## config.mk

```make
export PLATFORM = sky130hd
export DESIGN_NAME = morse_sequencer
export DESIGN_NICKNAME = d
export VERILOG_FILES = /design/src/rtl/morse_pkg.sv /design/src/rtl/morse_rom.sv /design/src/rtl/morse_sequencer.sv
export SDC_FILE = /design/constraint.sdc
export NUM_CORES = 1
export LEC_CHECK = 0
export CAP_MARGIN = 25
export CORE_ASPECT_RATIO = 1.5
export CORE_MARGIN = 4
export CORE_UTILIZATION = 40
export DETAILED_ROUTE_END_ITERATION = 12
export GPL_TIMING_DRIVEN = 0
export PLACE_DENSITY = 0.68
export SYNTH_ARGS = -nofsm -noshare
export SYNTH_HDL_FRONTEND = slang
export SYNTH_SLANG_ARGS = --single-unit
export TNS_END_PERCENT = 1
```

## constraint.sdc

```tcl
create_clock -name ClockIn -period 2.65 [get_ports ClockIn]
set_clock_uncertainty 0.15 [all_clocks]
set_input_delay 0.265 -clock ClockIn [delete_from_list [all_inputs] [get_ports ClockIn]]
set_output_delay 0.265 -clock ClockIn [all_outputs]
set_load 0.01 [all_outputs]
```

## src/rtl/morse_pkg.sv

```systemverilog
// Shared constants and state encoding for the Morse letter sequencer.
package morse_pkg;

    localparam int PATTERN_W_DEF = 12;
    localparam int LEN_W_DEF     = 4;

    localparam logic [2:0] LTR_A = 3'd0;
    localparam logic [2:0] LTR_B = 3'd1;
    localparam logic [2:0] LTR_C = 3'd2;
    localparam logic [2:0] LTR_D = 3'd3;
    localparam logic [2:0] LTR_E = 3'd4;
    localparam logic [2:0] LTR_F = 3'd5;
    localparam logic [2:0] LTR_G = 3'd6;
    localparam logic [2:0] LTR_H = 3'd7;

    typedef enum logic [1:0] {
        IDLE  = 2'd0,
        ARMED = 2'd1,
        SEND  = 2'd2
    } state_t;

endpackage

```

## src/rtl/morse_rom.sv

```systemverilog
// Letter -> left-aligned on/off pattern (one bit per time unit) and its length.
module morse_rom
    import morse_pkg::*;
#(
    parameter int PATTERN_W = PATTERN_W_DEF,
    parameter int LEN_W     = LEN_W_DEF
) (
    input  logic [2:0]           Letter,
    output logic [PATTERN_W-1:0] Pattern,
    output logic [LEN_W-1:0]     Len
);

    logic [11:0] pat12;
    logic [3:0]  len4;

    always_comb begin
        pat12 = 12'b0;
        len4  = 4'd0;
        case (Letter)
            LTR_A: begin pat12 = 12'b101110000000; len4 = 4'd5;  end
            LTR_B: begin pat12 = 12'b111010101000; len4 = 4'd9;  end
            LTR_C: begin pat12 = 12'b111010111010; len4 = 4'd11; end
            LTR_D: begin pat12 = 12'b111010100000; len4 = 4'd7;  end
            LTR_E: begin pat12 = 12'b100000000000; len4 = 4'd1;  end
            LTR_F: begin pat12 = 12'b101011101000; len4 = 4'd9;  end
            LTR_G: begin pat12 = 12'b111011101000; len4 = 4'd9;  end
            LTR_H: begin pat12 = 12'b101010100000; len4 = 4'd7;  end
            default: begin pat12 = 12'b0; len4 = 4'd0; end
        endcase
    end

    // Table is written 12 bits wide; wider registers keep it MSB-aligned.
    assign Pattern = PATTERN_W'(pat12) << (PATTERN_W - 12);
    assign Len     = LEN_W'(len4);

endmodule

```

## src/rtl/morse_sequencer.sv

```systemverilog
// Plays one Morse letter on LedOut, advancing one time unit per Tick pulse.
module morse_sequencer
    import morse_pkg::*;
#(
    parameter int PATTERN_W = PATTERN_W_DEF,
    parameter int LEN_W     = LEN_W_DEF
) (
    input  logic       ClockIn,
    input  logic       Reset,
    input  logic       Tick,
    input  logic       Start,
    input  logic [2:0] Letter,
    output logic       LedOut,
    output logic       Busy,
    output logic       Done,
    output logic [1:0] DbgState
);

    state_t                 state_q, state_d;
    logic [PATTERN_W-1:0]   sreg_q, sreg_d;
    logic [LEN_W-1:0]       rem_q, rem_d;
    logic                   led_q, led_d;
    logic                   busy_q, busy_d;
    logic                   done_q, done_d;
    logic                   start_q;
    logic                   start_edge;
    logic [PATTERN_W-1:0]   rom_pattern;
    logic [LEN_W-1:0]       rom_len;

    morse_rom #(
        .PATTERN_W(PATTERN_W),
        .LEN_W    (LEN_W)
    ) u_rom (
        .Letter (Letter),
        .Pattern(rom_pattern),
        .Len    (rom_len)
    );

    assign start_edge = Start & ~start_q;

    always_ff @(posedge ClockIn) begin
        if (!Reset) begin
            state_q <= IDLE;
            sreg_q  <= '0;
            rem_q   <= '0;
            led_q   <= 1'b0;
            busy_q  <= 1'b0;
            done_q  <= 1'b0;
            start_q <= 1'b0;
        end else begin
            state_q <= state_d;
            sreg_q  <= sreg_d;
            rem_q   <= rem_d;
            led_q   <= led_d;
            busy_q  <= busy_d;
            done_q  <= done_d;
            start_q <= Start;
        end
    end

    always_comb begin
        state_d = state_q;
        sreg_d  = sreg_q;
        rem_d   = rem_q;
        led_d   = led_q;
        busy_d  = busy_q;
        done_d  = 1'b0;
        case (state_q)
            IDLE: begin
                led_d = 1'b0;
                // A Tick coinciding with acceptance is deliberately not consumed.
                if (start_edge) begin
                    sreg_d  = rom_pattern;
                    rem_d   = rom_len;
                    busy_d  = 1'b1;
                    state_d = ARMED;
                end
            end
            ARMED, SEND: begin
                if (Tick) begin
                    if (rem_q != '0) begin
                        led_d   = sreg_q[PATTERN_W-1];
                        sreg_d  = {sreg_q[PATTERN_W-2:0], 1'b0};
                        rem_d   = rem_q - LEN_W'(1);
                        state_d = SEND;
                    end else begin
                        // Trailing off unit closes the letter.
                        led_d   = 1'b0;
                        done_d  = 1'b1;
                        busy_d  = 1'b0;
                        state_d = IDLE;
                    end
                end
            end
            default: begin
                state_d = IDLE;
                led_d   = 1'b0;
                busy_d  = 1'b0;
            end
        endcase
    end

    assign LedOut   = led_q;
    assign Busy     = busy_q;
    assign Done     = done_q;
    assign DbgState = state_q;

endmodule

```

Word-level counts from Yosys, hierarchy flattened
Memory sizes are Yosys's and may differ from the RTL's.
Index checks and enable logic that the tools add are counted.
Cells by class
  add/sub/neg operators: 1
  multipliers: 0
  divide/modulo/power cells: 0
  magnitude comparators: 0
  eq/ne operators: 6
  shift-type cells: 0
  mux-type cells: 18
  bitwise operators: 2
  reduce and logical (&&, ||, !) cells: 9
Operator list (number)
  $mux W12: 3
  $pmux W12 S2: 1
  $mux W4: 3
  $ne A2 B2 Y1 const B: 4
  $pmux W4 S2: 1
  $mux W2: 3
  $reduce_and A3 Y1: 2
  $mux W1: 5
  $pmux W2 S2: 1
  $reduce_and A2 Y1: 2
  $reduce_and A4 Y1: 1
  $reduce_bool A4 Y1: 1
  $sub A4 B1 Y4 const B: 1
  $eq A2 B1 Y1 const B: 1
  $eq A2 B2 Y1 const B: 1
  $logic_not A2 Y1: 1
  $pmux W1 S2: 1
  $reduce_bool A2 Y1: 1
  $reduce_or A2 Y1: 1
  $and A1 B1 Y1: 1
  $not A1 Y1: 1
Word-level totals
  flip-flop bits (word level): 22
  latch bits: 0
  memory bits (writable): 0
  memory bits (read-only): 96
  output and inout bits: 5
  word-level logic and storage cells: 44
  memories kept: 1
Memory list
  (no name shown): words 8, width 12, read ports 1, clocked after Yosys merged registers in 0, write ports 0, line morse_rom.sv:19  | case (Letter)

Logic depth before layout (Yosys ltp)
Gate-level depths: netlist of run 1.
  depth in word-level cells: 4
  mapped depth: 8
  mapped depth without buffers: 6

By module
A second synthesis of run 1 with hierarchy kept.
Second synthesis, totals
  cells, all modules: 141
  area total of the unflattened synthesis: 1296.2 um2
By module, submodules not included
  morse_sequencer: times used 1, cells each 116, area each 1124.8 um2, sequential area each 440.4 um2
  morse_rom: times used 1, cells each 25, area each 171.4 um2, sequential area each 0.0 um2

Worst setup path after synthesis of run 1
OpenSTA, ideal clock, no wires.
  kind: reg2reg
  start point: register state_q[0], in the netlist DbgState[0]
  end point: register rem_q[1]
  arrival: 1.529 ns
  required time: 2.366 ns
  slack: 0.837 ns
  stages on the path, launching flop included: 9
  path buffers: 2
  clock period less this slack: 1.813 ns
  path through: dfxtp_1 > inv_1 > ha_1 > buf_6 > nor2b_4 > a21o_4 > buf_6 > o21ai_0 > a21oi_1
On the way
  word-level cells in the longest chain between the ends: 4
  elaborated cells on any way between the ends: 10
RTL lines
  start: declaration: line morse_sequencer.sv:19  | state_t state_q, state_d;
  start signal: assignment: line morse_sequencer.sv:51  | state_q <= state_d;
  $eq A2 B1 Y1 / $eq A2 B2 Y1 (equally long branches): line morse_sequencer.sv:68  | case (state_q)
  $reduce_or A2 Y1: line morse_sequencer.sv:68
  $ne A2 B2 Y1 (no source line) / $reduce_bool A2 Y1 (equally long branches)
  $reduce_and A4 Y1 (no source line)
  end signal: assignment: line morse_sequencer.sv:53  | rem_q <= rem_d;
  end: declaration: line morse_sequencer.sv:21  | logic [LEN_W-1:0] rem_q, rem_d;
Several ways; a longest one is shown, not always the timed one.
A chain may end at the register's enable or synchronous reset.

Final worst setup path of run 1
Ends and elaborated chain as after synthesis.

==> summary.md, run 1 <==
| Metric | Value |
|---|---|
| Status | complete, no violations |
| Syn Inst Count | 128 |
| Overflow after GRT | 0 |
| Async S/R FF share, synth | 0% |
| Logic pwr share | 63.0% |
| Reg-to-Reg Start | DbgState[0]$_SDFFE_PN0P_ |
| Crit end category | register |
| Clock latency on the worst-skew pair | 260 ps |
| Netlist cell types | 43 |
| Total power | 1.886 mW |
| Starting Density | 41.41% |
| Switching share of total power | 43.64% |
| Switching power | 0.8230 mW |
| CTS Hold Bufs | 0 |
| Die area | 3940 µm² |
| Final hold vios | 0 |
| Setup bufs post-CTS | 0 |
| Core area | 2883 µm² |
| Syn_nets | 141 |
| Flop2flop setup slack | 780 ps |
| R2r endpoint | rem_q[1]$_SDFFE_PN0P_ |
| Cell Rows | 24 |
| Fill count | 296 |
| Number of cells on the worst hold path | 2 |
| Commonest non-fill, non-tap cell in the layout | dfxtp_1 |
| Gpl congestion | 0.8318 |
| CTS tree | built |
| Minimum clock period | 1874 ps |
| Clock slew at reported path FFs | 80 ps |
| CTS resizes | 0 |
| Initial antenna violation count | 0 |
| Root buffer cell | clkbuf_8 |
| Rel. slew slack | 67.99% |
| Vias in the first global route | 996 |
| CP max FO | 10 |
| Leakage power | 0.5136 nW |
| Area growth from synthesis to layout | 17.09% |
| Setup Total Neg Slack | 0 ps |
| Yosys warnings | 0 |
| Num CTS Buffers | 3 |
| Pint | 1.063 mW |
| Top cells by area, synth | dfxtp_1, a21oi_1, ha_1 |
| RSZ-0062 raised after global routing | no |
| IO Pins | 12 |
| Area share of the largest cell type after synthesis | 35.22% |
| Post-synth EDFFs | 0 |
| Ys flop type | dfxtp_1 |
| ANT nets after route | 0 |
| Max_cap viols | 0 |
| Synth Area per Inst | 9.325 µm² |
| Average wire per standard cell | 14.27 µm |
| First-pass GRT wire length | 4.402 mm |
| Achievable frequency | 533.5 MHz |
| Cell Area, Synth | 1194 µm² |
| Vias | 983 |
| Post-route clock period utilization | 70.73% |
| Register area share after synthesis | 35.22% |
| Fin nets | 157 |
| Pwr/cell area | 1349 nW/µm² |
| CP arrival | 1910 ps |
| Most area-hungry cell type in the Yosys netlist | dfxtp_1 |
| Clock group share of total power | 11.3% |
| Crit Path Class | register to register |
| Share of cells above drive strength 1 | 18.18% |
| Pin count of the biggest net entering global routing | 12 |
| Hold path endpoint | sreg_q[10]$_SDFFE_PN0P_ |
| Slew Viols, Final | 0 |
| Yosys reg bits | 21 |
| Hold Startpoint | sreg_q[10]$_SDFFE_PN0P_ |
| Worst Reg2Reg Path Length in Cells | 8 |
| DRT iter0 DRCs | 22 |
| # DRC | 0 |
| Hpwl dp | 1.928 mm |
| N_diodes | 0 |
| CP startpoint kind | register |
| Global Route Usage Sum | 14.89% |
| Final Setup Violations | 0 |
| TritonRoute pass-1 iters | 4 |
| IO Port Bufs | 11 |
| Clock sink count | 21 |
| Hold Crit Class | register to register |
| Most frequent cells in the layout | dfxtp_1, a21oi_1, clkdlybuf4s50_1, inv_1, o21ai_0 |
| Routed wire length | 2.598 mm |
| Die Wd | 52.60 µm |
| CTS H-tree depth | 1 |
| DIE HEIGHT | 74.91 µm |
| Worst slew pin tran | 480.2 ps |
| Clk buf depth | 2 |
| Flop pwr share | 25.6% |
| Max VDD drop | 545.0 µV |
| Req. time, crit path | 2690 ps |
| Via/cell ratio | 5.401 |
==> state kept, by name (all words and copies together) (netlist names) <==
register,cells
Busy,1
rem_q,4
Done,1
LedOut,1
start_q,1
sreg_q,11
DbgState,2
==> worst max-delay path by stage <==
stage	to	start	cells after the start	slack, ps
finish	rem_q[1]$_SDFFE_PN0P_	DbgState[0]$_SDFFE_PN0P_	8	780
floorplan	rem_q[1]$_SDFFE_PN0P_	DbgState[0]$_SDFFE_PN0P_	8	840
detailed placement	rem_q[2]$_SDFFE_PN0P_	Letter[0]	7	590
CTS	rem_q[1]$_SDFFE_PN0P_	DbgState[0]$_SDFFE_PN0P_	8	760
global placement	rem_q[2]$_SDFFE_PN0P_	Letter[0]	7	600
global route	rem_q[1]$_SDFFE_PN0P_	DbgState[0]$_SDFFE_PN0P_	8	630
==> cell usage after synthesis (all sizes together), types with 3 or more instances <==
cell type	n
ha	6
dfxtp	21
nor2	4
nand3	3
a21oi	21
nand2	8
a22oi	3
inv	10
a211oi	3
nor2b	4
buf	5
o21ai	10
==> through the flow <==
stage | cell area [µm²] | utilization [%] | instances | hold slack, ps | setup WS, ps
2_1_floorplan | 1194 | - | 128 | 236.7 | 837.4
3_3_place_gp | 1353 | 46.92 | 178 | 309.3 | 600.2
3_5_place_dp | 1353 | 46.92 | 178 | 310.0 | 588.5
4_1_cts | 1398 | 48.48 | 182 | 325.8 | 763.5
5_1_grt | 1398 | 48.48 | 182 | 349.4 | 632.4
6_report | 1398 | 48.48 | 182 | 326.1 | 775.6
==> per-layer routing <==
| layer | global-route usage (%) | up-vias | share of wire, % |
|---|---|---|---|
| li1 | - | 492 | - |
| met1 | 17.48 | 473 | 41 |
| met2 | 25.97 | 13 | 55 |
| met3 | 2.178 | 5 | 1.6 |
| met4 | 7.386 | 0 | 1.9 |
| met5 | 0 | - | 0 |
==> critical path, cell delays in order (launching register included) <==
cell and delay, ps:
dfxtp_1 330, inv_1 50, ha_1 290, buf_6 150, nor2b_4 150, a21oi_4 210
buf_6 180, o2111ai_1 120, a21oi_1 160
==> power by group through the flow <==
stage	Sequential [mW]	Combinational [mW]	Clock [mW]
after floorplan	0.486	0.927	0
after global placement	0.488	1.16	0
after detailed placement	0.492	1.18	0
after CTS	0.485	1.19	0.216
after global routing	0.498	1.31	0.229
final	0.484	1.19	0.213
==> cells by family (layout without fill, tap and decap cells) <==
family,Yosys count,count (layout),synth area share (%)
simple gates,32,32,17.09
compound gates,50,50,30.61
buf+inv,17,32,9.014
mux,2,2,1.782
flops,21,21,35.22
fa+ha+maj,6,6,6.289
==> area by class of cell <==
type / instances / area, µm² / area share (%)
repair buffers: 11 / 110.1 / 7.878
multi-input cells: 90 / 665.6 / 47.63
plain buffers: 7 / 70.07 / 5.013
clock buffers: 4 / 45.04 / 3.223
well taps: 39 / 48.80 / 3.491
flip-flops and latches: 21 / 420.4 / 30.08
inverters: 10 / 37.54 / 2.686
Power figures use the tool's default switching activity.
==> run 2: changes to the inputs <==
- clock period: 2.65 -> 1.8 ns (I/O delays scaled with it)
==> summary.md, run 2 (same netlist as run 1, synthesis figures left out) <==
| Metric | Value |
|---|---|
| Clk buf depth | 2 (unchanged) |
| Hold path endpoint | sreg_q[5]$_SDFFE_PN0P_ |
| CP arrival | 1790 ps (-120 ps) |
| Pwr/cell area | 2063 nW/µm² (+53%) |
| Pin count of the biggest net entering global routing | 12 (unchanged) |
| Area growth from synthesis to layout | 24.84% |
| Post-route clock period utilization | 99.66% (+29 points) |
| Commonest non-fill, non-tap cell in the layout | dfxtp_1 |
| Status | complete, no violations |
| Vias in the first global route | 1052 (+5.6%) |
| IO Pins | 12 (unchanged) |
| Hold Crit Class | register to register |
| Area of the multi-input gates | 704.4 µm² (+5.8%) |
| Die Wd | 52.60 µm (unchanged) |
| CP startpoint kind | register |
| Routed wire length | 2.776 mm (+6.9%) |
| Final Setup Violations | 0 (unchanged) |
| Cell Rows | 24 (unchanged) |
| ANT nets after route | 0 (unchanged) |
| Slew Viols, Final | 0 (unchanged) |
| DIE HEIGHT | 74.91 µm (unchanged) |
| Storage cell area | 424.2 µm² (+0.89%) |
| Crit Path Class | register to register |
| Max VDD drop | 748.9 µV (+37%) |
| Worst slew pin tran | 520.8 ps (+40.57 ps) |
| TritonRoute pass-1 iters | 4 (unchanged) |
| Die area | 3940 µm² (unchanged) |
| Root buffer cell | clkbuf_8 |
| Fin nets | 163 (+3.8%) |
| Clock latency on the worst-skew pair | 250 ps (about the same) |
| Worst Reg2Reg Path Length in Cells | 6 (-2) |
| CTS Hold Bufs | 0 (unchanged) |
| Leakage power | 0.5476 nW (+6.6%) |
| Fill count | 285 (-3.7%) |
| Num CTS Buffers | 3 (unchanged) |
| Worst setup margin | 6.038 ps (-769.5 ps) |
| Minimum clock period | 1794 ps (-80.46 ps) |
| Initial antenna violation count | 0 (unchanged) |
| CP max FO | 9 (-1) |
| DP Worst Slack | -194.5 ps (-783.0 ps) |
| Flop2flop setup slack | 6 ps (-770 ps) |
| Clock slew at reported path FFs | 70 ps (about the same) |
| Overflow after GRT | 0 (unchanged) |
| Core area | 2883 µm² (unchanged) |
| CTS H-tree depth | 1 (unchanged) |
| Max reg flops | 11 (unchanged) |
| Average wire per standard cell | 14.77 µm (+3.4%) |
| Largest Register | sreg_q |
| Global Route Usage Sum | 15.97% (+1.1 points) |
| Crit end category | register |
| N_diodes | 0 (unchanged) |
| R2r endpoint | sreg_q[11]$_SDFFE_PN0P_ |
| Achievable frequency | 557.4 MHz (+4.5%) |
| Hpwl dp | 2.000 mm (+3.7%) |
| # DRC | 0 (unchanged) |
| Starting Density | 41.41% (unchanged) |
| DP Area | 1354 µm² (about the same) |
| Beginning of the critical path | rem_q[1]$_SDFFE_PN0P_ |
| Vias | 1016 (+3.4%) |
| Share of cells above drive strength 1 | 30.20% (+12 points) |
| First-pass GRT wire length | 4.767 mm (+8.3%) |
| Rel. slew slack | 65.28% (-2.7 points) |
| CTS tree | built |
| Via/cell ratio | 5.404 (about the same) |
| Req. time, crit path | 1800 ps (-890 ps) |
| IO Port Bufs | 11 (unchanged) |
| Hold Startpoint | sreg_q[5]$_SDFFE_PN0P_ |
| Final instance area | 1490 µm² (+6.6%) |
| Reg-to-Reg Start | rem_q[1]$_SDFFE_PN0P_ |
| Max_cap viols | 0 (unchanged) |
| RSZ-0062 raised after global routing | yes |
| Final hold vios | 0 (unchanged) |
| Clock sink count | 21 (unchanged) |
| Gpl congestion | 0.8524 (+2.5%) |
| DRT iter0 DRCs | 16 (-27%) |
| Number of cells on the worst hold path | 2 (unchanged) |
| Most frequent cells in the layout | dfxtp_1, a21oi_1, clkdlybuf4s50_1, inv_1, nand2_1 |
run 2: cell types whose count changed in the layout (fill, tap and decap cells not counted), moves of 2 or more:
cell	delta
inv_1	-2
buf_4	+4
o21ai_1	+3
dfxtp_2	+3
ha_1	-2
o21ai_0	-7
inv_2	+2
o21ai_2	+4
dfxtp_1	-3
run 2: critical path, stage by stage, from the launching register on:
cell and delay, ps:
dfxtp_1 340, inv_1 60, ha_2 200, nor3b_4 320
a21o_4 270, nor2_4 90, o221a_2 260
run 2: timing repair:
action | in CTS | in global routing
setup buffers | 2 | 2
setup endpoints to repair | 13 | 15
pin swaps | 1 | 8
resized for setup | 12 | 10
gates cloned | 1 | 1
run 2: final cells by class:
cell class	count	area share, %
clock buffer	4	3.023
tap	39	3.275
buffer	7	4.954
sequential	21	28.46
inverter	10	2.519
multi-input combinational	90	47.27
timing repair buffer	17	10.50
run 2: worst max path at each step:
stage / endpoint / slack, ps
floorplan: rem_q[1]$_SDFFE_PN0P_ / 3
global placement: rem_q[2]$_SDFFE_PN0P_ / -150
detailed placement: rem_q[2]$_SDFFE_PN0P_ / -190
CTS: sreg_q[11]$_SDFFE_PN0P_ / 8
global route: rem_q[2]$_SDFFE_PN0P_ / -80
finish: sreg_q[11]$_SDFFE_PN0P_ / 6
run 2: through the flow:
step / total power, mW / setup TNS (ps) / utilization, % / hold WS, ps / cells
CTS: 2.958 / 0 / 50.09 / 320.9 / 185
global placement: 2.436 / -395.4 / 46.96 / 309.0 / 178
detailed placement: 2.499 / -727.1 / 46.96 / 318.8 / 178
finish: 3.075 / 0 / 51.69 / 318.0 / 188
global route: 3.316 / -401.9 / 51.69 / 341.8 / 188
floorplan: 2.084 / 0 / - / 151.7 / 128
run 2: where the power goes:
part / leakage, nW / internal (mW) / total, mW / switching, mW
clock: 0.0228 / 0.157 / 0.298 / 0.141
combinational: 0.351 / 0.958 / 2.04 / 1.08
sequential: 0.174 / 0.621 / 0.734 / 0.113
run 2: routing by layer:
layer | global-route usage (%) | wire, µm | up-vias
li1 | - | - | 506
met1 | 18.30 | 1064 | 473
met2 | 27.90 | 1517 | 29
met3 | 2.178 | 118 | 8
met4 | 9.091 | 76 | 0
met5 | 0 | 0 | -
